[src/rtl/banked_read_memory.sv]
// banked_read_memory: multi-read-port RAM with lane-masked writes, write-first bypass, 1/2-cycle read latency and post-reset clear
//   clk, rst (async, active low) | init_done: memory accepts traffic
//   w_en, w_addr, w_data, w_mask: single lane-masked write port
//   r_en, r_addr: per-port read requests (packed) | r_data, r_valid: per-port results (packed)
module banked_read_memory #(
  parameter int ADDR_BITS      = 8,
  parameter int DATA_BITS      = 8,
  parameter int LANE_BITS      = 8,
  parameter int READ_PORTS     = 2,
  parameter int READ_LATENCY   = 1,
  parameter int CLEAR_ON_RESET = 1,
  localparam int LANES         = DATA_BITS / LANE_BITS
) (
  input  logic                             clk,
  input  logic                             rst,
  output logic                             init_done,
  input  logic                             w_en,
  input  logic [ADDR_BITS-1:0]             w_addr,
  input  logic [DATA_BITS-1:0]             w_data,
  input  logic [LANES-1:0]                 w_mask,
  input  logic [READ_PORTS-1:0]            r_en,
  input  logic [READ_PORTS*ADDR_BITS-1:0]  r_addr,
  output logic [READ_PORTS*DATA_BITS-1:0]  r_data,
  output logic [READ_PORTS-1:0]            r_valid
);
  localparam int DEPTH = 2**ADDR_BITS;
  localparam logic [ADDR_BITS:0] LAST = {1'b0, {ADDR_BITS{1'b1}}};
  localparam logic [ADDR_BITS:0] ONE  = {{ADDR_BITS{1'b0}}, 1'b1};
  if (DATA_BITS % LANE_BITS != 0) begin : g_bad_lanes
    $error("DATA_BITS must be an integer multiple of LANE_BITS");
  end
  if (READ_LATENCY != 1 && READ_LATENCY != 2) begin : g_bad_latency
    $error("READ_LATENCY must be 1 or 2");
  end
  if (READ_PORTS < 1) begin : g_bad_ports
    $error("READ_PORTS must be at least 1");
  end
  typedef enum logic {CLEAR, READY} state_t;
  state_t                          state_q, state_d;
  logic [ADDR_BITS:0]              cnt_q, cnt_d;
  logic                            init_done_q, init_done_d;
  logic [READ_PORTS*DATA_BITS-1:0] s1_data_q, s1_data_d;
  logic [READ_PORTS-1:0]           s1_valid_q, s1_valid_d;
  logic [READ_PORTS*DATA_BITS-1:0] r_data_q, r_data_d;
  logic [READ_PORTS-1:0]           r_valid_q, r_valid_d;
  logic [DATA_BITS-1:0]            mem_q [DEPTH];
  logic                            ready, mem_we;
  logic [ADDR_BITS-1:0]            mem_wa;
  logic [DATA_BITS-1:0]            mem_wd, wbits;
  logic [ADDR_BITS-1:0]            rd_addr [READ_PORTS];
  logic [DATA_BITS-1:0]            rd_word [READ_PORTS];
  logic [READ_PORTS-1:0]           rd_acc;
  always_comb begin
    ready       = state_q == READY;
    cnt_d       = ready ? cnt_q : cnt_q + ONE;
    state_d     = (ready || cnt_q == LAST) ? READY : CLEAR;
    init_done_d = state_d == READY;
    wbits       = '0;
    for (int i = 0; i < LANES; i++) wbits[i*LANE_BITS +: LANE_BITS] = {LANE_BITS{w_mask[i]}};
    // CLEAR owns the write port; user writes only land once READY
    mem_we = ready ? (w_en && |w_mask) : 1'b1;
    mem_wa = ready ? w_addr : cnt_q[ADDR_BITS-1:0];
    mem_wd = ready ? ((mem_q[w_addr] & ~wbits) | (w_data & wbits)) : '0;
    s1_data_d  = s1_data_q;
    s1_valid_d = '0;
    r_data_d   = r_data_q;
    r_valid_d  = '0;
    for (int p = 0; p < READ_PORTS; p++) begin
      rd_addr[p] = r_addr[p*ADDR_BITS +: ADDR_BITS];
      // write-first: a same-edge write to the same word is merged into the returned data
      rd_word[p] = (ready && w_en && w_addr == rd_addr[p]) ? ((mem_q[rd_addr[p]] & ~wbits) | (w_data & wbits)) : mem_q[rd_addr[p]];
      rd_acc[p]  = ready && r_en[p];
      s1_valid_d[p] = rd_acc[p];
      s1_data_d[p*DATA_BITS +: DATA_BITS] = rd_acc[p] ? rd_word[p] : s1_data_q[p*DATA_BITS +: DATA_BITS];
      r_valid_d[p] = READ_LATENCY == 1 ? rd_acc[p] : s1_valid_q[p];
      r_data_d[p*DATA_BITS +: DATA_BITS] = READ_LATENCY == 1 ?
        (rd_acc[p] ? rd_word[p] : r_data_q[p*DATA_BITS +: DATA_BITS]) :
        (s1_valid_q[p] ? s1_data_q[p*DATA_BITS +: DATA_BITS] : r_data_q[p*DATA_BITS +: DATA_BITS]);
    end
  end
  always_ff @(posedge clk or negedge rst) begin
    if (!rst) begin
      state_q     <= CLEAR_ON_RESET != 0 ? CLEAR : READY;
      cnt_q       <= '0;
      init_done_q <= 1'b0;
      s1_data_q   <= '0;
      s1_valid_q  <= '0;
      r_data_q    <= '0;
      r_valid_q   <= '0;
    end else begin
      state_q     <= state_d;
      cnt_q       <= cnt_d;
      init_done_q <= init_done_d;
      s1_data_q   <= s1_data_d;
      s1_valid_q  <= s1_valid_d;
      r_data_q    <= r_data_d;
      r_valid_q   <= r_valid_d;
    end
  end
  always_ff @(posedge clk) begin
    if (mem_we) mem_q[mem_wa] <= mem_wd;
  end
  assign init_done = init_done_q;
  assign r_data    = r_data_q;
  assign r_valid   = r_valid_q;
endmodule

[config.mk]
export PLATFORM = sky130hd
export DESIGN_NAME = banked_read_memory
export DESIGN_NICKNAME = d
export VERILOG_FILES = /design/src/rtl/banked_read_memory.sv
export SDC_FILE = /design/constraint.sdc
export NUM_CORES = 2
export LEC_CHECK = 0
export CAP_MARGIN = 40
export CORE_MARGIN = 8
export CORE_UTILIZATION = 40
export CTS_CLUSTER_DIAMETER = 60
export DETAILED_ROUTE_END_ITERATION = 8
export HOLD_SLACK_MARGIN = 0.05
export SLEW_MARGIN = 20
export SYNTH_ARGS = -nofsm -noshare
export SYNTH_HDL_FRONTEND = slang
export SYNTH_SLANG_ARGS = --single-unit
export TNS_END_PERCENT = 5
[constraint.sdc]
create_clock -name clk -period 13.6 [get_ports clk]
set_clock_uncertainty 0.2 [all_clocks]
set_input_delay 1.36 -clock clk [delete_from_list [all_inputs] [get_ports clk]]
set_output_delay 1.36 -clock clk [all_outputs]
set_load 0.02 [all_outputs]
# == Word level (Yosys, flattened, before mapping) ==
# Memories as Yosys holds them, arrays and structs flattened.
# Index checks and enable logic that the tools add are counted.
# totals
ff_bits,28
mem_bits_rw,2048
n_memories,1
input_bits,38
# op_classes
bitwise,8
reduce_logical,7
n_eq_ne,3
n_addsub,1
n_mux,8
# memory_table
name,words,word_bits,rd,rd_clocked_by_memory_dff,write_ports,line_no,rtl
mem_q,256,8,3,0,1,46,logic [DATA_BITS-1:0] mem_q [DEPTH];
# op_table
op,count
AND 8 bit,4
two-way mux 8 bit,4
OR 8 bit,3
== test 8 bit,2
adder 9 x 1 -> 9 bit (second input constant),1
== test 9 x 8 -> 1 bit (second input constant),1
inverter 8 bit,1
logical AND 1 bit,6
two-way mux 1 bit,4
logical OR 1 bit,1

# == Longest topological paths before layout ==
# logic_depth
ltp_word,4
mapped_depth,13

# == Least setup slack after synthesis ==
# No wires, ideal clock.
# synth_path
path_type,in2reg
start,input w_addr[1]
end,memory mem_q[0][2] (data pin)
cell_stages,10
arrival_time_ns,13.434
path_slack_ns,-2.281
required_time_ns,11.153
cell_sequence,buf_2 buf_4 clkbuf_1 buf_1 mux4_2 nand2_1 nand2_1 a221oi_1 and3_1 o311ai_1
# synth_via
elab_chain_len,4
# synth_lines
element,line_no,rtl
from (decl),18,"input logic [ADDR_BITS-1:0] w_addr,"
memory (256 x 8 bit),-,
AND 8 bit,63,mem_wd = ready ? ((mem_q[w_addr] & ~wbits) | (w_data & wbits)) : '0;
OR 8 bit,63,
two-way mux 8 bit,63,
named net mem_wd[2],49,"logic [DATA_BITS-1:0] mem_wd, wbits;"
to (decl),46,
# The timed path passes the listed nets, and every way through them passes these cells.

# == Worst setup path after layout ==
# layout_path
start,input w_addr[1]
end,memory mem_q[228][0] (data pin)
# Same word-level chain as after synthesis.

==> reports/metrics.yaml <==
status: "finished, final reports clean"
critPathLaunchType: "primary input"
gp_congestion: 1.041
via_count: 80560
hold_viol: 0
max_freq_mhz: 136.9
yosysMostFrequentCell: "edfxtp_1"
cp_max_fo: 64
portBuffers: 56
io-pin-count: 57
slew_headroom: 0.2878
fp.dieH_um: 551.4
antenna_found_initial: 41
rows: 196
ctsResizeCount: 0
finalSetupTns_ns: 0
drc: 0
track_usage: 0.3172
fill_cells: 24290
postCtsSetupBuffers: 0
final_area_um2: 129600
vias_per_cell: 7.462
grt_pass1_vias: 77100
synth_seq_area_share: 0.5425
period_needed_ns: 7.302
critical_path_required_ns: 13.98
drtPass1Iterations: 7
grt_pass1_wl_um: 665900
cp.arrival_ns: 7.68
slew_violations: 0
critPathCaptureType: "register"
finalCritPeriodShare: 0.5369
leakage_nw: 34.18
tightest_slew_ns: 1.061
yosys-top-cells-count: "edfxtp_1 (2048), mux4_2 (1481), mux2i_1 (399)"
syn_to_final_growth_pct: 13.03
syn-cell-area_um2: 114700
cts_inserted_buffers: 228
grt_max_degree: 257
clock_sinks: 2076
wirelength_um: 493500
ir_drop_uv: 118.3
antenna_left: 0
drt_iter0_drc: 14420
async_flop_share: 0.01349
yosysTopAreaCellShare: 0.5364
ys_top_cells_by_area: "edfxtp_1 (54%), mux4_2 (29%), mux2i_1 (3.5%), nor2_1 (1.2%), nand2_1 (1.1%)"
dieArea_um2: 304000
ys_seq_elements: 2076
clk-insertion-delay-late_ns: 0.94
total_power_mw: 14.36
hp-class: "reg -> reg"
synthCells: 6577
holdBufCountCts: 0
power.density_nw_per_um2: 110.8
yosys.area.top_type: "edfxtp_1"
drive_above_1_share: 0.3654
cts_max_level: 4
cts_root_buf: "clkbuf_16"
clk_path_buf_depth: 4
rsz0062_at_grt: "false"
layout.nets: 6854
ys_warn_count: 0
synth-main-ff-cell: "edfxtp_1"
placed_area_um2: 121600
maxCapViolations: 0
syn_area_per_cell_um2: 17.43
synth_nets: 6617
ys_types: 90
die_x_um: 551.4
clkTransAtPathRegs_ns: 0.07
hpwl_um: 337400
coreArea_um2: 285200
gr-total-overflow: 0
synth-edff-count: 2048
criticalPathCategory: "in -> reg"
cts_tree: "done"
wire_per_inst_um: 45.70
setup_viol: 0
holdWs_ns: 0.2972
start_util: 0.4020
[metal layers]
layer | global-route usage | wire length [um] | vias up
met5 | 0.0009494 | 739 | -
met2 | 0.4468 | 206100 | 7881
li1 | - | - | 29100
met3 | 0.1354 | 79520 | 1812
met1 | 0.3937 | 163100 | 41740
met4 | 0.2213 | 44000 | 28
[path summary, 6_finish.rpt]
| check | from | endpoint | slack (ns) | cells after the start |
|---|---|---|---|---|
| max | w_addr[1] | mem_q[228][0]$_DFFE_PP_ | 6.30 | 12 |
| min | cnt_q[8]$_DFFE_PN0N_ | cnt_q[8]$_DFFE_PN0N_ | 0.30 | 2 |
| max reg2reg | mem_q[237][0]$_DFFE_PP_ | mem_q[228][0]$_DFFE_PP_ | 8.44 | 9 |
| min reg2reg | cnt_q[8]$_DFFE_PN0N_ | cnt_q[8]$_DFFE_PN0N_ | 0.30 | 2 |
| max in group asynchronous | rst | cnt_q[7]$_DFFE_PN0N_ | 12.19 | 2 |
| min in group asynchronous | rst | r_valid[0]$_DFF_PN0_ | 0.65 | 2 |
[sequential cells by signal (all words and copies together) (netlist names)]
signal and cells:
r_data 16, init_done 1, cnt_q 9, r_valid 2, mem_q 2048
[report_power, final]
part | switching, mW | internal, mW | total [mW]
clock | 2.71 | 3.62 | 6.33
combinational | 0.785 | 0.333 | 1.12
sequential | 0 | 6.92 | 6.92
total | 3.50 | 10.9 | 14.4
[through the flow]
| step | utilization | instances | worst slack (ns) |
|---|---|---|---|
| floorplan | - | 6577 | -2.281 |
| global placement | 0.4191 | 10120 | 5.000 |
| detailed placement | 0.4265 | 10310 | 5.561 |
| CTS | 0.4524 | 10720 | 6.487 |
| global route | 0.4541 | 10760 | 6.417 |
| finish | 0.4544 | 10800 | 6.298 |
[cell usage in the layout (no fill, tap or decap), drive strengths merged, types with 14 or more instances in the layout]
cell type	count
a22oi	106
and2	21
and3	26
nand2	334
buf	558
nor3	63
edfxtp	2048
o211ai	16
nand4	26
mux4	1481
diode	40
clkinv	101
o21ai	94
nand3	85
nor4	33
a31oi	35
o221ai	110
o32ai	14
a211oi	26
mux2	38
inv	33
or3	16
mux2i	399
o22ai	179
xnor2	21
a221oi	43
nor2b	29
dfrtp	28
nor2	373
clkbuf	273
nand2b	25
clkdlybuf4s50	38
bufinv	28
a21oi	120
[critical path, stage by stage]
cell and delay, ns:
buf_8 0.33, buf_4 0.62, buf_4 0.70, buf_4 0.76, mux4_2 0.35, o22ai_1 0.06
o21ai_0 0.22, o211ai_1 0.14, nor4_2 0.65, a221o_4 0.64, buf_4 0.70, buf_4 0.69
[logic make-up (layout without fill, tap and decap cells)]
| kind of cell | Yosys count | count (layout) | synth area share |
|---|---|---|---|
| other | 0 | 40 | 0 |
| and+or+nand+nor | 1076 | 1076 | 0.04266 |
| buffers and inverters | 624 | 1042 | 0.03101 |
| adders and majority gates | 2 | 2 | 0.0002182 |
| xor gates and xnor gates | 23 | 23 | 0.001757 |
| AOI/OAI and AO/OA | 858 | 858 | 0.05238 |
| DFF | 2076 | 2076 | 0.5425 |
| muxes | 1918 | 1918 | 0.3295 |
[final cells by class]
type | count | area (um2) | area share
Tap cell | 3762 | 4707 | 0.03632
Clock buffer | 267 | 5882 | 0.04539
Multi-Input combinational cell | 3877 | 49350 | 0.3808
Inverter | 27 | 110.1 | 0.0008496
Clock inverter | 144 | 1509 | 0.01164
Antenna cell | 40 | 100.1 | 0.0007724
Timing Repair Buffer | 604 | 5739 | 0.04429
Sequential cell | 2076 | 62200 | 0.4800
Note: power is estimated with default switching activity, not from simulation.
